<file path="src/rtl/booth_pkg.sv">
// Shared definitions for the Booth job sequencer: FSM encoding and parameter defaults.
package booth_pkg;

  localparam int unsigned WIDTH_DEF   = 8;
  localparam int unsigned TIMEOUT_DEF = 64;

  typedef enum logic [2:0] {
    ST_IDLE      = 3'd0,
    ST_LOAD_M    = 3'd1,
    ST_LOAD_Q    = 3'd2,
    ST_WAIT_LOW  = 3'd3,
    ST_WAIT_DONE = 3'd4,
    ST_HOLD      = 3'd5
  } booth_state_e;

endpackage

</file>
<file path="src/rtl/booth_timeout_ctr.sv">
// Watchdog for the multiplier handshake: counts wait cycles, flags the last allowed one.
module booth_timeout_ctr
  import booth_pkg::*;
#(
  parameter int unsigned TIMEOUT = TIMEOUT_DEF
) (
  input  logic clk,
  input  logic rst_n,
  input  logic clr_i,
  input  logic en_i,
  output logic expired_c
);

  localparam int unsigned CW = (TIMEOUT < 2) ? 1 : $clog2(TIMEOUT);

  logic [CW-1:0] cnt_q;
  logic [CW-1:0] cnt_d;

  // Next count: clear wins over increment.
  always_comb begin
    cnt_d = cnt_q;
    if (clr_i) begin
      cnt_d = '0;
    end else if (en_i) begin
      cnt_d = cnt_q + CW'(1);
    end
  end

  // Count register.
  always_ff @(posedge clk or negedge rst_n) begin
    if (!rst_n) begin
      cnt_q <= '0;
    end else begin
      cnt_q <= cnt_d;
    end
  end

  // The cycle holding count TIMEOUT-1 is the TIMEOUT-th wait cycle.
  assign expired_c = (cnt_q == CW'(TIMEOUT - 1));

endmodule

</file>
<file path="src/rtl/booth_job_sequencer.sv">
// Feeds one operand pair at a time to a serial-load Booth multiplier and returns its product.
module booth_job_sequencer
  import booth_pkg::*;
#(
  parameter int unsigned WIDTH   = WIDTH_DEF,
  parameter int unsigned TIMEOUT = TIMEOUT_DEF
) (
  input  logic               clk,
  input  logic               rst_n,
  input  logic               op_valid,
  output logic               op_ready,
  input  logic [WIDTH-1:0]   op_m,
  input  logic [WIDTH-1:0]   op_q,
  output logic               mul_start,
  output logic [WIDTH-1:0]   mul_data,
  input  logic               mul_done,
  input  logic [2*WIDTH-1:0] mul_product,
  output logic               res_valid,
  input  logic               res_ready,
  output logic [2*WIDTH-1:0] res_product,
  output logic               res_err
);

  localparam int unsigned PW = 2 * WIDTH;

  booth_state_e   state_q, state_d;
  logic [WIDTH-1:0] m_q, m_d;
  logic [WIDTH-1:0] q_q, q_d;
  logic             op_ready_q, op_ready_d;
  logic             mul_start_q, mul_start_d;
  logic [WIDTH-1:0] mul_data_q, mul_data_d;
  logic             res_valid_q, res_valid_d;
  logic [PW-1:0]    res_product_q, res_product_d;
  logic             res_err_q, res_err_d;
  logic             cnt_clr, cnt_en, expired_c;

  booth_timeout_ctr #(
    .TIMEOUT (TIMEOUT)
  ) u_timeout (
    .clk       (clk),
    .rst_n     (rst_n),
    .clr_i     (cnt_clr),
    .en_i      (cnt_en),
    .expired_c (expired_c)
  );

  // Next-state and next-output logic; outputs are decoded from the next state so they align with it.
  always_comb begin
    state_d       = state_q;
    m_d           = m_q;
    q_d           = q_q;
    res_product_d = res_product_q;
    res_err_d     = res_err_q;
    cnt_clr       = 1'b0;
    cnt_en        = 1'b0;

    case (state_q)
      ST_IDLE: begin
        if (op_valid && op_ready_q) begin
          m_d     = op_m;
          q_d     = op_q;
          cnt_clr = 1'b1;
          state_d = ST_LOAD_M;
        end
      end
      ST_LOAD_M: state_d = ST_LOAD_Q;
      ST_LOAD_Q: state_d = ST_WAIT_LOW;
      ST_WAIT_LOW: begin
        // A done level left over from the previous job must drop before we look for a new one.
        cnt_en = 1'b1;
        if (expired_c) begin
          res_product_d = '0;
          res_err_d     = 1'b1;
          state_d       = ST_HOLD;
        end else if (!mul_done) begin
          state_d = ST_WAIT_DONE;
        end
      end
      ST_WAIT_DONE: begin
        // Completion takes priority over a coincident timeout.
        cnt_en = 1'b1;
        if (mul_done) begin
          res_product_d = mul_product;
          res_err_d     = 1'b0;
          state_d       = ST_HOLD;
        end else if (expired_c) begin
          res_product_d = '0;
          res_err_d     = 1'b1;
          state_d       = ST_HOLD;
        end
      end
      ST_HOLD: begin
        if (res_valid_q && res_ready) begin
          state_d = ST_IDLE;
        end
      end
      default: state_d = ST_IDLE;
    endcase

    op_ready_d  = (state_d == ST_IDLE);
    mul_start_d = (state_d == ST_LOAD_M);
    res_valid_d = (state_d == ST_HOLD);
    mul_data_d  = '0;
    if (state_d == ST_LOAD_M) begin
      mul_data_d = m_d;
    end else if (state_d == ST_LOAD_Q) begin
      mul_data_d = q_d;
    end
  end

  // State, operand and output registers.
  always_ff @(posedge clk or negedge rst_n) begin
    if (!rst_n) begin
      state_q       <= ST_IDLE;
      m_q           <= '0;
      q_q           <= '0;
      op_ready_q    <= 1'b0;
      mul_start_q   <= 1'b0;
      mul_data_q    <= '0;
      res_valid_q   <= 1'b0;
      res_product_q <= '0;
      res_err_q     <= 1'b0;
    end else begin
      state_q       <= state_d;
      m_q           <= m_d;
      q_q           <= q_d;
      op_ready_q    <= op_ready_d;
      mul_start_q   <= mul_start_d;
      mul_data_q    <= mul_data_d;
      res_valid_q   <= res_valid_d;
      res_product_q <= res_product_d;
      res_err_q     <= res_err_d;
    end
  end

  assign op_ready    = op_ready_q;
  assign mul_start   = mul_start_q;
  assign mul_data    = mul_data_q;
  assign res_valid   = res_valid_q;
  assign res_product = res_product_q;
  assign res_err     = res_err_q;

endmodule

</file>
<file path="config.mk">
export PLATFORM = sky130hd
export DESIGN_NAME = booth_job_sequencer
export DESIGN_NICKNAME = d
export VERILOG_FILES = /design/src/rtl/booth_pkg.sv /design/src/rtl/booth_timeout_ctr.sv /design/src/rtl/booth_job_sequencer.sv
export SDC_FILE = /design/constraint.sdc
export NUM_CORES = 1
export LEC_CHECK = 0
export CAP_MARGIN = 5
export CORE_MARGIN = 4
export CORE_UTILIZATION = 47
export CTS_CLUSTER_DIAMETER = 100
export DETAILED_ROUTE_END_ITERATION = 8
export PLACE_DENSITY = 0.84
export SLEW_MARGIN = 25
export SYNTH_ARGS = -nofsm -noshare
export SYNTH_HDL_FRONTEND = slang
export SYNTH_SLANG_ARGS = --single-unit
</file>
<file path="constraint.sdc">
create_clock -name clk -period 2.8 [get_ports clk]
set_input_delay 0.56 -clock clk [delete_from_list [all_inputs] [get_ports clk]]
set_output_delay 0.56 -clock clk [all_outputs]
set_load 0.02 [all_outputs]
</file>
==> key figures, run 1 <==
STA
  • Worst Tran Pin Value: approximately 0.54 ns
  • Max-slew violations: 0
  • Peak Freq: 0.532 GHz
  • Worst slew margin: 0.641
  • Total negative slack: 0 ns
  • Final worst slack: about 0.9 ns
  • Clk_skew: 0.00751 ns
  • Fin crit share: 0.672
  • Final min period: 1.88 ns
  • Worst hold slack: roughly 0.26 ns
  • Final setup violating endpoints: 0
  • RSZ-0062 raised after global routing: no
  • Final Hold Fails: 0

Synth
  • Cell variety after synth: 31
  • FF+latch count, synth: 45
  • Area contributors post-synth: dfrtp_1 (63%), a22o_1 (12%), mux2_2 (5.1%), buf_2 (1.7%), nor2_1 (1.7%)
  • Top cell type's share of synthesized area: 0.632
  • Ys Warns: 0
  • Post-synthesis sequential area ratio: 0.632
  • Largest area contributor in the netlist: dfrtp_1
  • Mean Syn Cell Area: between 10 and 15 um2
  • Post-Syn Nets: about 170
  • Mapped Area: 0.00178 mm2
  • Synth Instances: around 130

CTS
  • Post-CTS sizing: 0
  • Clock Sinks: between 40 and 50
  • Post-CTS Hold Buffers: 0
  • CTS tree: yes
  • Worst-Skew Late Latency: approximately 0.28 ns
  • Clk slew on worst S/H paths: about 0.07 ns
  • Post-CTS Setup Inserts: 0
  • Root buf cell: clkbuf_8
  • Total CTS buffers: 5
  • CTS max path bufs: 2
  • H-tree depth: 2

Die
  • I/O pin count: 65
  • Die Area: 0.00484 mm2
  • Initial Util: 0.486
  • DIE HEIGHT: between 60 and 70 um
  • Core area: between 0.003 and 0.004 mm2
  • Row cnt: 22
  • Die X: just under 70 um

Layout
  • Reg area: roughly 0.0011 mm2
  • Footprint of the multi-input gates: approximately 620 um2
  • Most frequent cells in the layout: clkdlybuf4s50_1 (63), dfrtp_1 (45), a22o_1 (25)
  • Most common library cell in the layout ignoring fill and taps: clkdlybuf4s50_1
  • Nets: about 240
  • Layout cells sized above 1: 0.130
  • ANT cells: 0
  • Fillers: roughly 260
  • Design area: roughly 0.0026 mm2
  • Synthesis-to-layout area growth: 45.0%

Drt
  • Number of vias per cell: about 5.2
  • # DRC: 0
  • Routed WL: slightly below 4000 um
  • Vias: roughly 1300
  • Avg WL per Cell: roughly 16 um
  • DR iter-0 viols: 50
  • First drt pass iteration count: 4
  • Final ANT Viol Nets: 0

Power and ir drop
  • Pwr per Cell Area: between 1000 and 1500 mW/mm2
  • Psw: a little over 0.9 mW
  • P_leak: 1.14 nW
  • Switching share of power: 0.337
  • Clk network pwr share: 0.176
  • Int Power: 1.82 mW
  • Comb pwr share: 0.414
  • Sequential power share: 0.410
  • Peak supply drop: 0.483 mV

Placement
  • GPL Wtd Cong: approximately 0.77
  • I/O Buffers: 64
  • Area after DPL: roughly 0.0025 mm2
  • DP HPWL: between 2000 and 3000 um
  • Worst slack, placed: 0.704 ns

Global route
  • Largest net degree at the start of global routing: 46
  • Grt ovf: 0
  • Initial antenna violation count: 0
  • First-pass GRT wire length: 6710 um
  • Gr usage total: 0.171
  • Vias in the first global route: 1443

Setup path
  • Worst setup path class: reg -> reg
  • Worst Reg-to-Reg Cells: 5
  • FF-to-FF End: res_valid
  • Flop-to-flop setup slack: approximately 0.92 ns
  • CP Capture Type: register
  • Required @ worst endpoint: between 2 and 3 ns
  • Critical Path Start Type: register
  • Reg2reg start: state_q[2]
  • Data arrival, critical path: roughly 2.1 ns
  • Crit-path max FO: 9

Run
  • Max Cap Viol: 0

Worst hold path
  • Min-Delay Path Class: in -> async

Run status
  • Outcome: complete, no violations
## kinds of logic (layout without fill, tap and decap cells)
group	Yosys count	count (layout)	synth area share
fa+ha+maj	1	1	0.00703
xor+xnor	4	4	0.0197
mux	8	8	0.0506
compound gates	34	34	0.156
simple gates	33	33	0.109
buf+inv	9	75	0.0253
flops	45	45	0.632
## per-layer routing
layer / vias to the layer above / part of all wire / track usage
li1: 612 / - / -
met1: 619 / 0.42 / 0.211
met2: 61 / 0.50 / 0.290
met3: 4 / 0.071 / 0.0551
met4: 0 / 0.0088 / 0.0434
met5: - / 0 / 0
## sequential cells by signal, indices dropped and copies added (netlist names)
| register | flops |
|---|---|
| res_product | 16 |
| mul_data | 8 |
| q_q | 8 |
| u_timeout.cnt_q | 6 |
| state_q | 3 |
| mul_start | 1 |
| op_ready | 1 |
| res_err | 1 |
| res_valid | 1 |
## worst max path at each step
stage / from / endpoint / slack (ns) / cells after the start
finish: state_q[2] / res_valid / 0.92 / 5
global route: state_q[2] / res_valid / 0.82 / 5
CTS: state_q[2] / res_valid / 0.93 / 5
detailed placement: op_valid / q_q[2] / 0.70 / 5
global placement: op_valid / q_q[3] / 0.76 / 5
floorplan: state_q[0] / res_valid / 1.12 / 6
## power by group through the flow
stage	Combinational [mW]	Sequential (mW)	Clock [mW]
after CTS	1.15	1.12	0.497
after global routing	1.22	1.16	0.527
after floorplan	0.492	1.26	0
after global placement	1.11	1.10	0
final	1.13	1.12	0.483
after detailed placement	1.14	1.13	0
## worst max-delay path: stages, from the launching register on
cell	delay, ns
dfrtp_1	0.57
and3b_4	0.27
a21oi_4	0.16
a21oi_1	0.07
or4_4	0.53
and2_1	0.18
## cell type report
class / count / share of cell area
sequential: 45 / 0.436
timing repair buffer: 66 / 0.253
multi-input combinational: 80 / 0.241
clock buffer: 7 / 0.0334
tap: 48 / 0.0233
clock inverter: 1 / 0.0116
inverter: 1 / 0.00145
## cells in the mapped netlist (all sizes together)
library cell  number
nor4               1
nor2               9
o21ai              2
nand2              7
a21oi              6
nor3b              2
nand4              1
nor2b              1
buf                7
mux2               8
a21o               1
nand3              3
dfrtp             45
xor2               2
or4                1
inv                1
xnor2              2
a22o              25
and3b              2
ha                 1
or3                1
clkbuf             1
and2               1
nor3               3
or2                1
## through the flow
stage	total power, mW	utilization	std cells
2_1_floorplan	1.76	-	134
3_3_place_gp	2.22	0.672	240
4_1_cts	2.76	0.703	248
6_report	2.74	0.705	248
3_5_place_dp	2.27	0.672	240
5_1_grt	2.91	0.705	248
Note: power is estimated with default switching activity, not from simulation.
==> run 2, diff against run 1 <==
--- a/config.mk
+++ b/config.mk
@@ -7,10 +7,10 @@
 export LEC_CHECK = 0
 export CAP_MARGIN = 5
 export CORE_MARGIN = 4
-export CORE_UTILIZATION = 47
+export CORE_UTILIZATION = 39
 export CTS_CLUSTER_DIAMETER = 100
 export DETAILED_ROUTE_END_ITERATION = 8
-export PLACE_DENSITY = 0.84
+export PLACE_DENSITY = 0.74
 export SLEW_MARGIN = 25
 export SYNTH_ARGS = -nofsm -noshare
 export SYNTH_HDL_FRONTEND = slang
==> constraint.sdc (replaced) <==
create_clock -name clk -period 1.7 [get_ports clk]
set_input_delay 0.34 -clock clk [delete_from_list [all_inputs] [get_ports clk]]
set_output_delay 0.34 -clock clk [all_outputs]
set_load 0.02 [all_outputs]
==> key figures, run 2 (same netlist as run 1, synthesis figures left out) <==
Run status
  • Outcome: complete, no violations (unchanged)

Drt
  • Final ANT Viol Nets: 0 (unchanged)
  • Number of vias per cell: 5.10 (was 5.23)
  • DR iter-0 viols: 43 (was 50)
  • First drt pass iteration count: 4 (unchanged)
  • Routed wl met3: 345 um (was 277 um)
  • Avg WL per Cell: 15.7 um (was 15.6 um)
  • Met1 wire length: 1780 um (was 1640 um)
  • WL met2: 2040 um (was 1920 um)
  • Routed WL: 4170 um (was 3880 um)
  • Vias: 1356 (was 1296)
  • Max layer used: met4 (unchanged)
  • # DRC: 0 (unchanged)

Die
  • Initial Util: 0.406 (was 0.486)
  • Die X: 75.6 um (was 69.6 um)
  • Core area: 0.00438 mm2 (was 0.00366 mm2)
  • Row cnt: 24 (was 22)
  • Die Area: 0.00571 mm2 (was 0.00484 mm2)
  • I/O pin count: 65 (unchanged)
  • DIE HEIGHT: 75.6 um (was 69.6 um)

STA
  • Worst hold slack: 0.00101 ns (was 0.262 ns)
  • Final min period: 1.62 ns
  • RSZ-0062 raised after global routing: no (unchanged)
  • Final setup violating endpoints: 0 (unchanged)
  • Peak Freq: between 0.6 and 0.7 GHz
  • Total negative slack: 0 ns (unchanged)
  • Clk_skew: 0.00346 ns (was 0.00751 ns)
  • Final Hold Fails: 0 (unchanged)
  • Fin crit share: 0.953
  • Max-slew violations: 0 (unchanged)
  • Worst slew margin: 0.676 (was 0.641)
  • Worst Tran Pin Value: 0.487 ns (was 0.538 ns)

Global route
  • Largest net degree at the start of global routing: 26 (was 46)
  • First-pass GRT wire length: 6490 um (was 6710 um)
  • Initial antenna violation count: 0 (unchanged)
  • Vias in the first global route: 1443 (unchanged)
  • Grt ovf: 0 (unchanged)
  • Gr usage total: 0.152 (was 0.171)

Placement
  • DP HPWL: 3180 um (was 2930 um)
  • I/O Buffers: 64 (unchanged)
  • GPL Wtd Cong: 0.788 (was 0.770)
  • Area after DPL: 0.00257 mm2 (was 0.00246 mm2)
  • DP Cell Count: 257 (was 240)

Setup path
  • Data arrival, critical path: 1.28 ns (was 2.05 ns)
  • Largest stage delay, worst path: 0.62 ns (was 0.57 ns)
  • Crit path buffers/inverters: 1 (was 0)
  • Worst-path cell with the longest stage delay: clkdlybuf4s50_1 (was dfrtp_1)
  • Worst setup path class: reg -> out (was reg -> reg)
  • CP Capture Type: output port (was register)
  • Crit-path max FO: 3 (was 9)
  • Family with the most delay on the worst path: buffers and inverters (was simple AND/OR/NAND/NOR gates)
  • Critical Path Start Type: register (unchanged)
  • Critical-path cell list: clkdlybuf4s50_1 (was and3b_4 > a21oi_4 > a21oi_1 > or4_4 > and2_1)
  • Required @ worst endpoint: 1.36 ns (was 2.97 ns)

Power and ir drop
  • Pwr per Cell Area: 1710 mW/mm2 (was 1060 mW/mm2)
  • Total Power: 4.64 mW (was 2.74 mW)
  • P_leak: 1.21 nW (was 1.14 nW)
  • Peak supply drop: 0.786 mV (was 0.483 mV)

CTS
  • Clk slew on worst S/H paths: 0.08 ns (was 0.07 ns)
  • Root buf cell: clkbuf_8 (unchanged)
  • Post-CTS Hold Buffers: 0 (unchanged)
  • Clock Sinks: 45 (unchanged)
  • H-tree depth: 2 (unchanged)
  • CTS max path bufs: 2 (unchanged)
  • Worst-Skew Late Latency: 0.29 ns (was 0.28 ns)
  • Total CTS buffers: 5 (unchanged)
  • CTS tree: yes (unchanged)

Layout
  • Design area: 0.00270 mm2 (was 0.00258 mm2)
  • Synthesis-to-layout area growth: 51.9% (was 45.0%)
  • Most frequent cells in the layout: clkdlybuf4s50_1 (63), dfrtp_1 (45), a22o_1 (25) (unchanged)
  • Max reg flops: 16 (unchanged)
  • Layout cells sized above 1: 0.196 (was 0.130)
  • ANT cells: 0 (unchanged)
  • Non-Filler Instances: 266 (was 248)
  • Most common library cell in the layout ignoring fill and taps: clkdlybuf4s50_1 (unchanged)
  • Nets: 251 (was 237)

Run
  • Max Cap Viol: 0 (unchanged)

Worst hold path
  • Min-Delay Path Class: in -> async (unchanged)
[run 2: through the flow]
stage                     setup WS, ns   util
after floorplan                 0.0156      -
after global placement          -0.105  0.587
after detailed placement        -0.136  0.587
after CTS                       0.0101  0.611
after global routing            0.0295  0.617
final                           0.0791  0.617
[run 2: area by class of cell]
| cell class | count | area, um2 |
|---|---|---|
| fill | 330 | 1680 |
| multi-input combinational | 80 | 636 |
| sequential | 45 | 1130 |
| clock inverter | 1 | 5.00 |
| tap | 52 | 65.1 |
| timing repair buffer | 80 | 772 |
| clock buffer | 7 | 96.3 |
| inverter | 1 | 3.75 |
[run 2: final timing paths]
check | startpoint | endpoint | slack [ns] | cells after the start
worst min register to register | q_q[4] | mul_data[4] | 0.50 | 1
max in group asynchronous | rst_n | res_product[0] | 1.21 | 2
worst max register to register | state_q[1] | q_q[3] | 0.09 | 4
worst max-delay path | res_valid | res_valid | 0.08 | 1
worst min-delay path | rst_n | q_q[6] | 0.001 | 1
min in group clk | q_q[4] | mul_data[4] | 0.50 | 1
[run 2: metal layers]
metal / vias up / global-route usage
met5: - / 0
met4: 0 / 0.0350
met3: 2 / 0.0541
met2: 54 / 0.261
met1: 655 / 0.183
li1: 645 / -
[run 2: power by group]
group / leakage [nW] / switching, mW / internal [mW]
Clock: 0.0542 / 0.331 / 0.367
Combinational: 0.575 / 0.972 / 1.16
Sequential: 0.580 / 0.289 / 1.52
Total: 1.21 / 1.59 / 3.04
[run 2: repair_timing]
item                       4_1_cts  5_1_grt
pin swaps                        0        3
hold endpoints to repair         0        0
gates resized for setup          1        4
buffers inserted                 0        1
setup endpoints to repair        1       19
cloned                           0        0
[run 2: worst register-to-register path: cells and delay by family, from the launching register on]
kind	cells	cell delay, ns
buffers and inverters	2	0.38
flip-flops	1	0.43
AND/OR/NAND/NOR	1	0.34
multiplexers	1	0.35
